--- src/rtl/ofdm_frame_ctrl.sv ---
// ofdm_frame_ctrl: per-frame sequencer for ofdm_sync. Snoops the framer's output
// handshake, collects the decoded SIGNAL length (or substitutes a safe length on a bad
// header / timeout), issues it to the framer and keeps frame statistics.
module ofdm_frame_ctrl #(
  parameter int unsigned MAX_NUM_SYMBOLS = 512,
  parameter int unsigned HDR_TIMEOUT     = 4096,
  parameter int unsigned ABORT_SYMBOLS   = 1,
  localparam int unsigned NW             = $clog2(MAX_NUM_SYMBOLS + 1)
) (
  input  logic          clk,
  input  logic          reset,
  input  logic          clear,
  input  logic          mon_tvalid,
  input  logic          mon_tready,
  input  logic          mon_tlast,
  input  logic          mon_sof,
  input  logic          mon_eof,
  input  logic [NW-1:0] hdr_tdata,
  input  logic          hdr_err,
  input  logic          hdr_tvalid,
  output logic          hdr_tready,
  output logic [NW-1:0] num_symbols,
  output logic          num_symbols_valid,
  output logic          busy,
  output logic [NW-1:0] sym_cnt,
  output logic [31:0]   frame_cnt,
  output logic [15:0]   abort_cnt,
  output logic [15:0]   timeout_cnt,
  output logic [15:0]   err_cnt
);

  localparam int unsigned TW = (HDR_TIMEOUT > 2) ? $clog2(HDR_TIMEOUT) : 1;

  typedef enum logic [1:0] {
    ST_IDLE     = 2'd0,
    ST_WAIT_HDR = 2'd1,
    ST_RUN      = 2'd2
  } state_e;

  state_e          state_q, state_d;
  logic [TW-1:0]   timer_q, timer_d;
  logic [NW-1:0]   num_symbols_q, num_symbols_d;
  logic            nsv_q, nsv_d;
  logic            busy_q, busy_d;
  logic            hdr_tready_q, hdr_tready_d;
  logic [NW-1:0]   sym_cnt_q, sym_cnt_d;
  logic [31:0]     frame_cnt_q, frame_cnt_d;
  logic [15:0]     abort_cnt_q, abort_cnt_d;
  logic [15:0]     timeout_cnt_q, timeout_cnt_d;
  logic [15:0]     err_cnt_q, err_cnt_d;

  logic beat, sof_beat, eof_beat, tlast_beat;
  logic hdr_hs, hdr_bad;

  // Qualify the snooped framer flags with an actual transfer
  assign beat       = mon_tvalid & mon_tready;
  assign sof_beat   = beat & mon_sof;
  assign eof_beat   = beat & mon_eof;
  assign tlast_beat = beat & mon_tlast;

  // Header handshake and legality of the decoded length
  assign hdr_hs  = hdr_tvalid & hdr_tready_q;
  assign hdr_bad = hdr_err | (hdr_tdata == '0) | (hdr_tdata > NW'(MAX_NUM_SYMBOLS));

  // Register bank: state, timer, issued length and statistics
  always_ff @(posedge clk or posedge reset) begin
    if (reset) begin
      state_q       <= ST_IDLE;
      timer_q       <= '0;
      num_symbols_q <= '0;
      nsv_q         <= 1'b0;
      busy_q        <= 1'b0;
      hdr_tready_q  <= 1'b0;
      sym_cnt_q     <= '0;
      frame_cnt_q   <= '0;
      abort_cnt_q   <= '0;
      timeout_cnt_q <= '0;
      err_cnt_q     <= '0;
    end else begin
      state_q       <= state_d;
      timer_q       <= timer_d;
      num_symbols_q <= num_symbols_d;
      nsv_q         <= nsv_d;
      busy_q        <= busy_d;
      hdr_tready_q  <= hdr_tready_d;
      sym_cnt_q     <= sym_cnt_d;
      frame_cnt_q   <= frame_cnt_d;
      abort_cnt_q   <= abort_cnt_d;
      timeout_cnt_q <= timeout_cnt_d;
      err_cnt_q     <= err_cnt_d;
    end
  end

  // Next-state, length issue and saturating statistics
  always_comb begin
    logic restart;
    state_d       = state_q;
    timer_d       = timer_q;
    num_symbols_d = num_symbols_q;
    nsv_d         = 1'b0;
    sym_cnt_d     = sym_cnt_q;
    frame_cnt_d   = frame_cnt_q;
    abort_cnt_d   = abort_cnt_q;
    timeout_cnt_d = timeout_cnt_q;
    err_cnt_d     = err_cnt_q;
    restart       = 1'b0;

    unique case (state_q)
      ST_IDLE: begin
        if (sof_beat) restart = 1'b1;
      end
      ST_WAIT_HDR: begin
        if (timer_q != '0) timer_d = timer_q - TW'(1);
        // A header arriving in the expiry cycle takes precedence over the timeout
        if (hdr_hs) begin
          nsv_d   = 1'b1;
          state_d = ST_RUN;
          if (hdr_bad) begin
            num_symbols_d = NW'(ABORT_SYMBOLS);
            if (abort_cnt_q != '1) abort_cnt_d = abort_cnt_q + 16'd1;
          end else begin
            num_symbols_d = hdr_tdata;
          end
        end else if (timer_q == '0) begin
          nsv_d         = 1'b1;
          state_d       = ST_RUN;
          num_symbols_d = NW'(ABORT_SYMBOLS);
          if (timeout_cnt_q != '1) timeout_cnt_d = timeout_cnt_q + 16'd1;
        end
        // Unexpected SOF restarts header collection; a length issued this cycle still goes out
        if (sof_beat) begin
          restart = 1'b1;
          if (err_cnt_q != '1) err_cnt_d = err_cnt_q + 16'd1;
        end
      end
      ST_RUN: begin
        if (tlast_beat && (sym_cnt_q != '1)) sym_cnt_d = sym_cnt_q + NW'(1);
        if (eof_beat) begin
          state_d = ST_IDLE;
          if (frame_cnt_q != '1) frame_cnt_d = frame_cnt_q + 32'd1;
          if (sof_beat) restart = 1'b1;
        end else if (sof_beat) begin
          restart = 1'b1;
          if (err_cnt_q != '1) err_cnt_d = err_cnt_q + 16'd1;
        end
      end
      default: state_d = ST_IDLE;
    endcase

    if (restart) begin
      state_d   = ST_WAIT_HDR;
      timer_d   = TW'(HDR_TIMEOUT - 1);
      sym_cnt_d = '0;
    end

    // Clear overrides everything except the last issued length
    if (clear) begin
      state_d       = ST_IDLE;
      timer_d       = '0;
      nsv_d         = 1'b0;
      sym_cnt_d     = '0;
      frame_cnt_d   = '0;
      abort_cnt_d   = '0;
      timeout_cnt_d = '0;
      err_cnt_d     = '0;
    end

    hdr_tready_d = (state_d == ST_WAIT_HDR);
    busy_d       = (state_d != ST_IDLE);
  end

  assign hdr_tready        = hdr_tready_q;
  assign num_symbols       = num_symbols_q;
  assign num_symbols_valid = nsv_q;
  assign busy              = busy_q;
  assign sym_cnt           = sym_cnt_q;
  assign frame_cnt         = frame_cnt_q;
  assign abort_cnt         = abort_cnt_q;
  assign timeout_cnt       = timeout_cnt_q;
  assign err_cnt           = err_cnt_q;

endmodule

--- config.mk ---
export PLATFORM = sky130hd
export DESIGN_NAME = ofdm_frame_ctrl
export DESIGN_NICKNAME = d
export VERILOG_FILES = /design/src/rtl/ofdm_frame_ctrl.sv
export SDC_FILE = /design/constraint.sdc
export NUM_CORES = 1
export LEC_CHECK = 0
export ABC_AREA = 1
export CAP_MARGIN = 20
export CORE_MARGIN = 1.5
export CORE_UTILIZATION = 45
export DETAILED_ROUTE_END_ITERATION = 10
export PLACE_DENSITY_LB_ADDON = 0.1
export SLEW_MARGIN = 15
export SYNTH_ARGS = -nofsm -noshare
export SYNTH_HDL_FRONTEND = slang
export SYNTH_SLANG_ARGS = --single-unit
--- constraint.sdc ---
create_clock -name clk -period 7.45 [get_ports clk]
set_clock_uncertainty 0.2 [all_clocks]
set_input_delay 0.745 -clock clk [delete_from_list [all_inputs] [get_ports clk]]
set_output_delay 0.745 -clock clk [all_outputs]
set_load 0.05 [all_outputs]
# Word-level counts from Yosys, hierarchy flattened
# Index checks and enable logic that the tools add are counted.
[word_totals]
latchBits = 0
ff_bits = 117
out_inout_bits = 103
memories = 0
ramBits = 0
elab_cells = 106
romBits = 0
[classes]
reduce_logical = 29
multipliers = 0
shifts = 0
n_eq_ne = 10
addsub = 6
div = 0
n_bitwise = 7
n_mux = 42
magnitude_cmp = 1
[op_table]
columns = ["op", "count"]
rows = [
  ["$mux W16", 14],
  ["$mux W32", 4],
  ["$mux W10", 7],
  ["$add A16 B1 Y16 const B", 3],
  ["$mux W12", 4],
  ["$ne A16 B16 Y1 const B", 3],
  ["$add A32 B1 Y32 const B", 1],
  ["$ne A32 B32 Y1 const B", 1],
  ["$pmux W16 S2", 1],
  ["$reduce_bool A2 Y1", 11],
  ["$reduce_bool A3 Y1", 5],
  ["$logic_not A12 Y1", 1],
  ["$reduce_bool A12 Y1", 1],
  ["$sub A12 B1 Y12 const B", 1],
  ["$add A10 B1 Y10 const B", 1],
  ["$gt A10 B10 Y1 const B", 1],
  ["$logic_not A10 Y1", 1],
  ["$mux W2", 5],
  ["$ne A10 B10 Y1 const B", 1],
  ["$reduce_and A2 Y1", 4],
  ["$reduce_and A4 Y1", 2],
  ["$mux W1", 6],
  ["$pmux W2 S3", 1],
  ["$and A1 B1 Y1", 5],
  ["9 further kinds", 11],
]

# Longest topological paths before layout
# Gate-level depths: netlist of the first run.
[depth]
word_depth = 7
depth_mapped = 12
ltp_nobuf = 12

# Least setup slack after synthesis of the first run
# OpenSTA, ideal clock, no wires.
[synth_path]
path_type = "register to register"
startpoint = "reg frame_cnt_q[0], in the netlist frame_cnt[0]"
endpoint = "reg frame_cnt_q[17], in the netlist frame_cnt[17]"
path_stages_with_launch = 10
required_ns = 7.130
slack_ns = 5.149
arrival_ns = 1.981
period_less_slack_ns = 2.301
path_buffers = 1
setup_ns = 0.120
cell_sequence = "dfrtp_1 -> ha_1 -> nand3_2 -> inv_2 -> nand2_2 -> nor2_4 -> nand3_2 -> nand3_4 -> buf_6 -> o21ai_2"
[synth_between]
elab_chain_len = 5
[synth_rtl]
columns = ["item", "line", "text"]
rows = [
  ["start, declared", "47", "logic [31:0] frame_cnt_q, frame_cnt_d;"],
  ["start signal, assigned", "87", "frame_cnt_q <= frame_cnt_d;"],
  ["$add A32 B1 Y32", "140", "if (frame_cnt_q != '1) frame_cnt_d = frame_cnt_q + 32'd1;"],
  ["$mux W32", "140", ""],
  ["$mux W32", "138", "if (eof_beat) begin"],
  ["$mux W32", "108", "unique case (state_q)"],
  ["$mux W32", "157", "if (clear) begin"],
]
# Parallel ways exist; a longest one is shown, timed or not. The select of a mux whose other input is x is not followed.
# A chain may end at the register's enable or synchronous reset.

# Worst setup path after layout of the first run
[layout_path]
startpoint = "in mon_tvalid"
endpoint = "reg timer_q[5]"
[layout_between]
elab_chain_len = 6
[layout_rtl]
columns = ["item", "line", "text"]
rows = [
  ["start, declared", "13", "input logic mon_tvalid,"],
  ["$and A1 B1 Y1 *", "56", "assign beat = mon_tvalid & mon_tready;"],
  ["$and A1 B1 Y1 *", "57", "assign sof_beat = beat & mon_sof;"],
  ["$mux W1 * (2 in a row)", "n/a", ""],
  ["$reduce_bool A3 Y1 (no line) or $mux W12 (tied branches)", "n/a", ""],
  ["$reduce_and A2 Y1 (no line) or $mux W12 (tied branches)", "n/a", ""],
  ["end signal, assigned", "81", "timer_q <= timer_d;"],
  ["end, declared", "41", "logic [TW-1:0] timer_q, timer_d;"],
]
# Mark *: on every way between the ends. The rest lies on a longest branch, timed or not.

==> run_results.csv, run 1 <==
group,metric,value,unit
run_status,status,"finished clean",
die,pin_count,123,
logic_synthesis,ffs_latches_synth,117,
logic_synthesis,synth_async_sr_flop_share,100,%
placed_design,routabilityCongestion,0.868,
timing,final_min_period_over_clock_period,43.3,%
final_layout,fin_area,9390,sq um
placed_design,placed_cell_area,8830,sq um
drt,detail-route-antenna-nets,0,
pwr,power_per_cell_area,208,nW/um^2
logic_synthesis,syn_inst,1121,
clocking,cts_inserted_buffers,17,
critical_path,worst_path_arrival_time,3380,ps
pwr,vdd.ir_drop.worst,0.184,mV
die,core.rowCount,47,
drt,initialDrtViolationCount,456,
global_routing,groute.layer.met3.usage,4.58,%
die,effective_utilization_at_floorplan,45.6,%
global_routing,grt_util_met2,36.7,%
critical_path,reg2reg_from,"state_q[0]$_DFF_PP0_",
critical_path,ff2ff_path_depth,9,
timing,setup_repair_after_global_routing_missed_its_margin,"no",
clocking,cts.path.max_buffers,2,
global_routing,gr-total-overflow,0,
drt,viasPerCell,4.97,
logic_synthesis,synth_cell_type_count,32,
logic_synthesis,postSynth.topFlopCell,"dfrtp_1",
logic_synthesis,netlist.area_leader.share,39.0,%
die,die_y,132,um
final_layout,ratio_of_cells_with_drive_above_1_in_the_final_layout,7.05,%
final_layout,flow.area_growth_from_synthesis,25.1,%
final_layout,ant_diodes,0,
timing,max-slew-margin-rel,31.7,%
global_routing,groute.layer.met1.usage,31.2,%
logic_synthesis,synth_area_leader_cell,"dfrtp_1",
final_layout,finish.net_count,1263,
final_layout,layoutNonFillerInstCount,1469,
timing,timing.final.setup_violations,0,
die,die_x,132,um
die,floorplan.core_area,16500,sq um
clocking,post_cts_buffers,0,
clocking,clock_root_buffer_master,"clkbuf_16",
logic_synthesis,synth.avg_cell_area,6.70,sq um
critical_path,critical_path.endpoint_type,"register",
drt,routed-via-count,7295,
timing,total_negative_slack,0,ps
timing,finalWorstPathRequiredPeriod,3230,ps
timing,holdWs,286,ps
drt,avgRoutedWirePerCell,13.0,um
clocking,cts_tree,"yes",
clocking,cts_hold_buffers,0,
critical_path,cp_max_fanout,14,
logic_synthesis,synth_fp_nets,1147,
timing,clock.fmax,310,MHz
logic_synthesis,synth_warnings,0,
critical_path,worst_ep_required_time,7600,ps
hold_path,hold-path-endpoint,"num_symbols[7]$_DFFE_PP0P_",
global_routing,grt_first_pass_wirelength,32700,um
hold_path,min_from,"num_symbols[7]$_DFFE_PP0P_",
hold_path,holdPathStages,2,
global_routing,top_usage_layer,"met2",
timing,timing_max_transition_violations_final,0,
logic_synthesis,synth.top_cells.by_area,"dfrtp_1 (39%), nand2_1 (21%), nor2_1 (8.8%)",
drt,firstDrtPassIters,5,
placed_design,place_hpwl,13700,um
global_routing,grtUsageTotal,22.8,%
hold_path,holdCritPathClass,"reg2reg",
critical_path,critical_path.startpoint_type,"input pin",
drt,drt-total-wl,19100,um
final_layout,postLayoutCoreUtil,57.1,%
logic_synthesis,synth_common_cells,"nand2_1 (420), nor2_1 (177), dfrtp_1 (117)",
pwr,power.static_leakage,4.13,nW
critical_path,crit-reg2reg-capture,"timer_q[5]$_DFFE_PP0P_",
flow_run,timing.max_cap.violations,0,
timing,worst-slew-pin-transition,1020,ps
timing,hold_violations,0,
global_routing,grt_pass1_vias,6710,
global_routing,pin_count_of_the_biggest_net_entering_global_routing,73,
critical_path,path_class,"in2reg",
critical_path,ff2ff_setup_slack,4720,ps
logic_synthesis,synth_enable_flop_cells,0,
global_routing,antenna_found_initial,0,
clocking,h_tree_depth_reported_by_cts,4,
clocking,clk_pin_slew_worst_paths,50,ps
die,fp.dieArea,17500,sq um
drt,drc_errors,0,
clocking,cts_resized,0,
logic_synthesis,synth.yosys.seq_area_share,39.0,%
clocking,clkSinkCount,117,
placed_design,place_inst,1438,
clocking,clk-insertion-delay-late,420,ps
placed_design,placement.io_buffers,122,
logic_synthesis,syn_area,7510,sq um
logic_synthesis,yosys.cell_count.top_type,"nand2_1",
## cell type report
class,instances,area [sq um]
sequential,117,2930
timing repair buffer,124,1230
clock inverter,9,77.6
tap,220,275
clock buffer,22,484
fill,1646,7070
inverter,95,359
multi-input combinational,882,4040
## worst max-delay path: stages
cell and delay [ps]:
clkdlybuf4s50_1 450, nand2_1 50, inv_1 110, nand3_1 380
inv_1 310, nor2_4 100, nand2_1 90, nand2_1 280
nor2_1 650, nand2_1 120, nand2_1 90
## cell usage in the layout (no fill, tap or decap)
| cell | n |
|---|---|
| a21oi_1 | 17 |
| buf_2 | 1 |
| buf_4 | 2 |
| bufinv_16 | 1 |
| clkbuf_1 | 1 |
| clkbuf_16 | 17 |
| clkbuf_8 | 4 |
| clkdlybuf4s50_1 | 121 |
| clkinv_2 | 5 |
| clkinvlp_4 | 3 |
| dfrtp_1 | 117 |
| ha_1 | 6 |
| inv_1 | 90 |
| inv_2 | 4 |
| inv_4 | 1 |
| nand2_1 | 420 |
| nand2_2 | 4 |
| nand3_1 | 93 |
| nand3_2 | 3 |
| nand3_4 | 1 |
| nand3b_1 | 2 |
| nand3b_4 | 1 |
| nand4_1 | 34 |
| nor2_1 | 177 |
| nor2_2 | 4 |
| nor2_4 | 3 |
| nor3_1 | 18 |
| nor3b_1 | 1 |
| o21ai_0 | 28 |
| o21ai_1 | 7 |
| o21ai_2 | 23 |
| o21bai_1 | 3 |
| or2_2 | 11 |
| xnor2_1 | 2 |
| xor2_1 | 24 |
## cell families (layout without fill, tap and decap cells)
kind of cell | Yosys count | after routing | share of synthesized area [%]
xor gates and xnor gates | 26 | 26 | 3.03
DFF | 117 | 117 | 39.0
AOI/OAI and AO/OA | 78 | 78 | 6.45
and+or+nand+nor | 772 | 772 | 43.3
buffers and inverters | 122 | 250 | 7.22
adders and majority gates | 6 | 6 | 1.00
## worst max-delay path by stage
| stage | endpoint | cells after the start | startpoint |
|---|---|---|---|
| after detailed placement | timer_q[5]$_DFFE_PP0P_ | 11 | mon_tvalid |
| after global placement | timer_q[4]$_DFFE_PP0P_ | 11 | mon_tvalid |
| after CTS | timer_q[10]$_DFFE_PP0P_ | 11 | mon_tvalid |
| after floorplan | abort_cnt[0]$_DFFE_PP0P_ | 1 | reset |
| final | timer_q[5]$_DFFE_PP0P_ | 11 | mon_tvalid |
| after global routing | timer_q[9]$_DFFE_PP0P_ | 11 | mon_tvalid |
## flip-flops by register name (all words and copies together), names as in the netlist
register           flops
err_cnt               16
frame_cnt             32
sym_cnt               10
state_q                2
num_symbols           10
hdr_tready             1
abort_cnt             16
num_symbols_valid      1
busy                   1
timeout_cnt           16
timer_q               12
## layer usage
metal  part of all wire (%)  up-vias
met1                     48     3303
met3                    4.9       25
li1                       -     3801
met5                      0        -
met4                    1.4        0
met2                     46      166
## metrics by stage
stage                     total power, mW  setup slack [ps]
after floorplan                      1.07              3400
after global placement               1.18              3820
after detailed placement             1.18              3750
after CTS                            1.97              4190
after global routing                 2.06              3860
final                                1.95              4220
## report_power, final
| group | internal [mW] | switching [mW] | leakage (nW) | total [mW] |
|---|---|---|---|---|
| clock | 0.488 | 0.290 | 0.274 | 0.778 |
| sequential | 0.688 | 0.0588 | 1.61 | 0.746 |
| combinational | 0.138 | 0.290 | 2.24 | 0.428 |
(Power assumes the default switching activity.)
==> run 2, diff against run 1 <==
==> constraint.sdc (replaced) <==
create_clock -name clk -period 3.1 [get_ports clk]
set_clock_uncertainty 0.2 [all_clocks]
set_input_delay 0.31 -clock clk [delete_from_list [all_inputs] [get_ports clk]]
set_output_delay 0.31 -clock clk [all_outputs]
set_load 0.05 [all_outputs]
==> run 2 against run 1 <==
Effect of this change: sequential share of layout area fell by 0.17 points; highest routed layer unchanged; via count grew 0.88%; non-clock buffer count increased by 7.
==> run_results.csv, run 2 (synthesis results as in run 1) <==
group,metric,value,unit
clocking,cts.path.max_buffers,2,
critical_path,critical_path.startpoint_type,"register",
critical_path,critical-path-slowest-cell,"o21ai_2",
clocking,clock_root_buffer_master,"clkbuf_16",
pwr,power_frac_seq,38.2,%
clocking,clkSinkCount,117,
critical_path,worst_path_arrival_time,2610,ps
final_layout,largest_register_ff_count,32,
timing,clock.fmax,399,MHz
global_routing,gr-total-overflow,0,
final_layout,finish.net_count,1270,
placed_design,place_inst,1445,
final_layout,layoutNonFillerInstCount,1476,
flow_run,timing.max_cap.violations,0,
pwr,total_power,4.69,mW
critical_path,crit_path_max_incr_delay,520,ps
clocking,h_tree_depth_reported_by_cts,4,
drt,drt-total-wl,19600,um
global_routing,pin_count_of_the_biggest_net_entering_global_routing,118,
pwr,switching_share,32.3,%
die,die_x,132,um
run_status,status,"finished clean",
critical_path,path_cells,"ha_1, nand2_1, nor2_1, nand2_1, nor2_1, o21ai_2, nand3_2, nand2_1, nand2_1",
final_layout,ratio_of_cells_with_drive_above_1_in_the_final_layout,7.17,%
die,core.rowCount,47,
timing,hold_violations,0,
clocking,post_cts_buffers,0,
die,floorplan.core_area,16500,sq um
clocking,clk-insertion-delay-late,420,ps
pwr,power.share.combinational,22.4,%
pwr,vdd.ir_drop.worst,0.417,mV
pwr,power_per_cell_area,496,nW/um^2
pwr,net-switching-power,1.52,mW
die,die_y,132,um
hold_path,holdCritPathClass,"in2reg",
timing,holdWs,170,ps
placed_design,placed_cell_area,8900,sq um
final_layout,layout.cells.most_common,"nand2_1",
timing,timing_max_transition_violations_final,0,
drt,avgRoutedWirePerCell,13.3,um
placed_design,routabilityCongestion,0.908,
placed_design,place_hpwl,14000,um
final_layout,flow.area_growth_from_synthesis,25.8,%
final_layout,layout.cells.most_common_list,"nand2_1 (420), nor2_1 (177), clkdlybuf4s50_1 (121)",
timing,timing.final.setup_violations,0,
placed_design,placement.io_buffers,122,
timing,post-route-worst-setup-slack,596,ps
final_layout,fin_area,9450,sq um
timing,setup_repair_after_global_routing_missed_its_margin,"no",
global_routing,grt_first_pass_wirelength,33100,um
timing,final_min_period_over_clock_period,80.8,%
drt,routed-via-count,7359,
clocking,cts_tree,"yes",
clocking,cts_resized,0,
timing,total_negative_slack,0,ps
drt,drc_errors,0,
timing,worst-slew-pin-transition,665,ps
pwr,power.static_leakage,4.16,nW
pwr,share_clk_of_total_power,39.4,%
global_routing,grtUsageTotal,23.3,%
global_routing,antenna_found_initial,0,
drt,detail-route-antenna-nets,0,
die,effective_utilization_at_floorplan,45.6,%
clocking,clk_pin_slew_worst_paths,50,ps
critical_path,critical_path.endpoint_type,"register",
die,pin_count,123,
drt,firstDrtPassIters,5,
global_routing,grt_pass1_vias,6758,
drt,viasPerCell,4.99,
critical_path,path_class,"reg2reg",
clocking,cts_hold_buffers,0,
critical_path,path_common_cell,"nand2_1",
placed_design,place_ws,572,ps
die,fp.dieArea,17500,sq um
critical_path,worst_ep_required_time,3210,ps
timing,max-slew-margin-rel,55.7,%
final_layout,ant_diodes,0,
critical_path,cp_max_fanout,15,
drt,initialDrtViolationCount,549,
final_layout,postLayoutCoreUtil,57.4,%
pwr,cell_internal_pwr,3.17,mW
timing,finalWorstPathRequiredPeriod,2500,ps
clocking,cts_inserted_buffers,17,
## run 2: cell types whose count changed in the layout (fill, tap and decap cells not counted), sizes merged
| cell | previous run | this run |
|---|---|---|
| clkinvlp | 3 | 1 |
| inv | 95 | 94 |
| clkbuf | 22 | 27 |
| buf | 3 | 10 |
| clkinv | 5 | 3 |
## run 2: routing by layer
| layer | global-route usage (%) | share of wire, % | routed length, um | up-vias |
|---|---|---|---|---|
| met1 | 31.0 | 48 | 9410 | 3358 |
| met3 | 5.00 | 4.2 | 828 | 18 |
| met4 | 6.84 | 1.1 | 209 | 0 |
| met5 | 0 | 0 | 0 | - |
| met2 | 38.3 | 47 | 9190 | 152 |
| li1 | - | - | - | 3831 |
## run 2: power by group through the flow
stage               clock [mW]  combinational [mW]  sequential [mW]
global route              1.94                1.19             1.81
finish                    1.85                1.05             1.79
detailed placement           0                1.05             1.81
floorplan                    0               0.619             1.96
global placement             0                1.05             1.81
CTS                       1.88                1.06             1.79
## run 2: final cells by class
type	instances	area, sq um
clock inverters	4	45.0
well taps	220	275
clock buffers	27	503
flip-flops and latches	117	2930
fillers	1612	7020
multi-input cells	882	4040
repair buffers	131	1300
inverters	95	360
## run 2: worst paths after layout
path                       cells after the start                    endpoint                       start  slack [ps]
max                                            9    abort_cnt[3]$_DFFE_PP0P_    abort_cnt[0]$_DFFE_PP0P_         600
min                                            4   frame_cnt[24]$_DFFE_PP0P_                       clear         170
max reg2reg                                    9    abort_cnt[3]$_DFFE_PP0P_    abort_cnt[0]$_DFFE_PP0P_         600
min reg2reg                                    2  num_symbols[8]$_DFFE_PP0P_  num_symbols[8]$_DFFE_PP0P_         280
max in group asynchronous                      3   frame_cnt[28]$_DFFE_PP0P_                       reset        2000
min in group asynchronous                      3  num_symbols[4]$_DFFE_PP0P_                       reset         190
## run 2: worst max-delay path, delay by kind of cell, from the launching register on
family,cells,cell delay (ps)
AND/OR/NAND/NOR,7,980
AO/OA/AOI/OAI,1,520
flip-flops,1,430
adder cells (fa/ha/maj),1,270
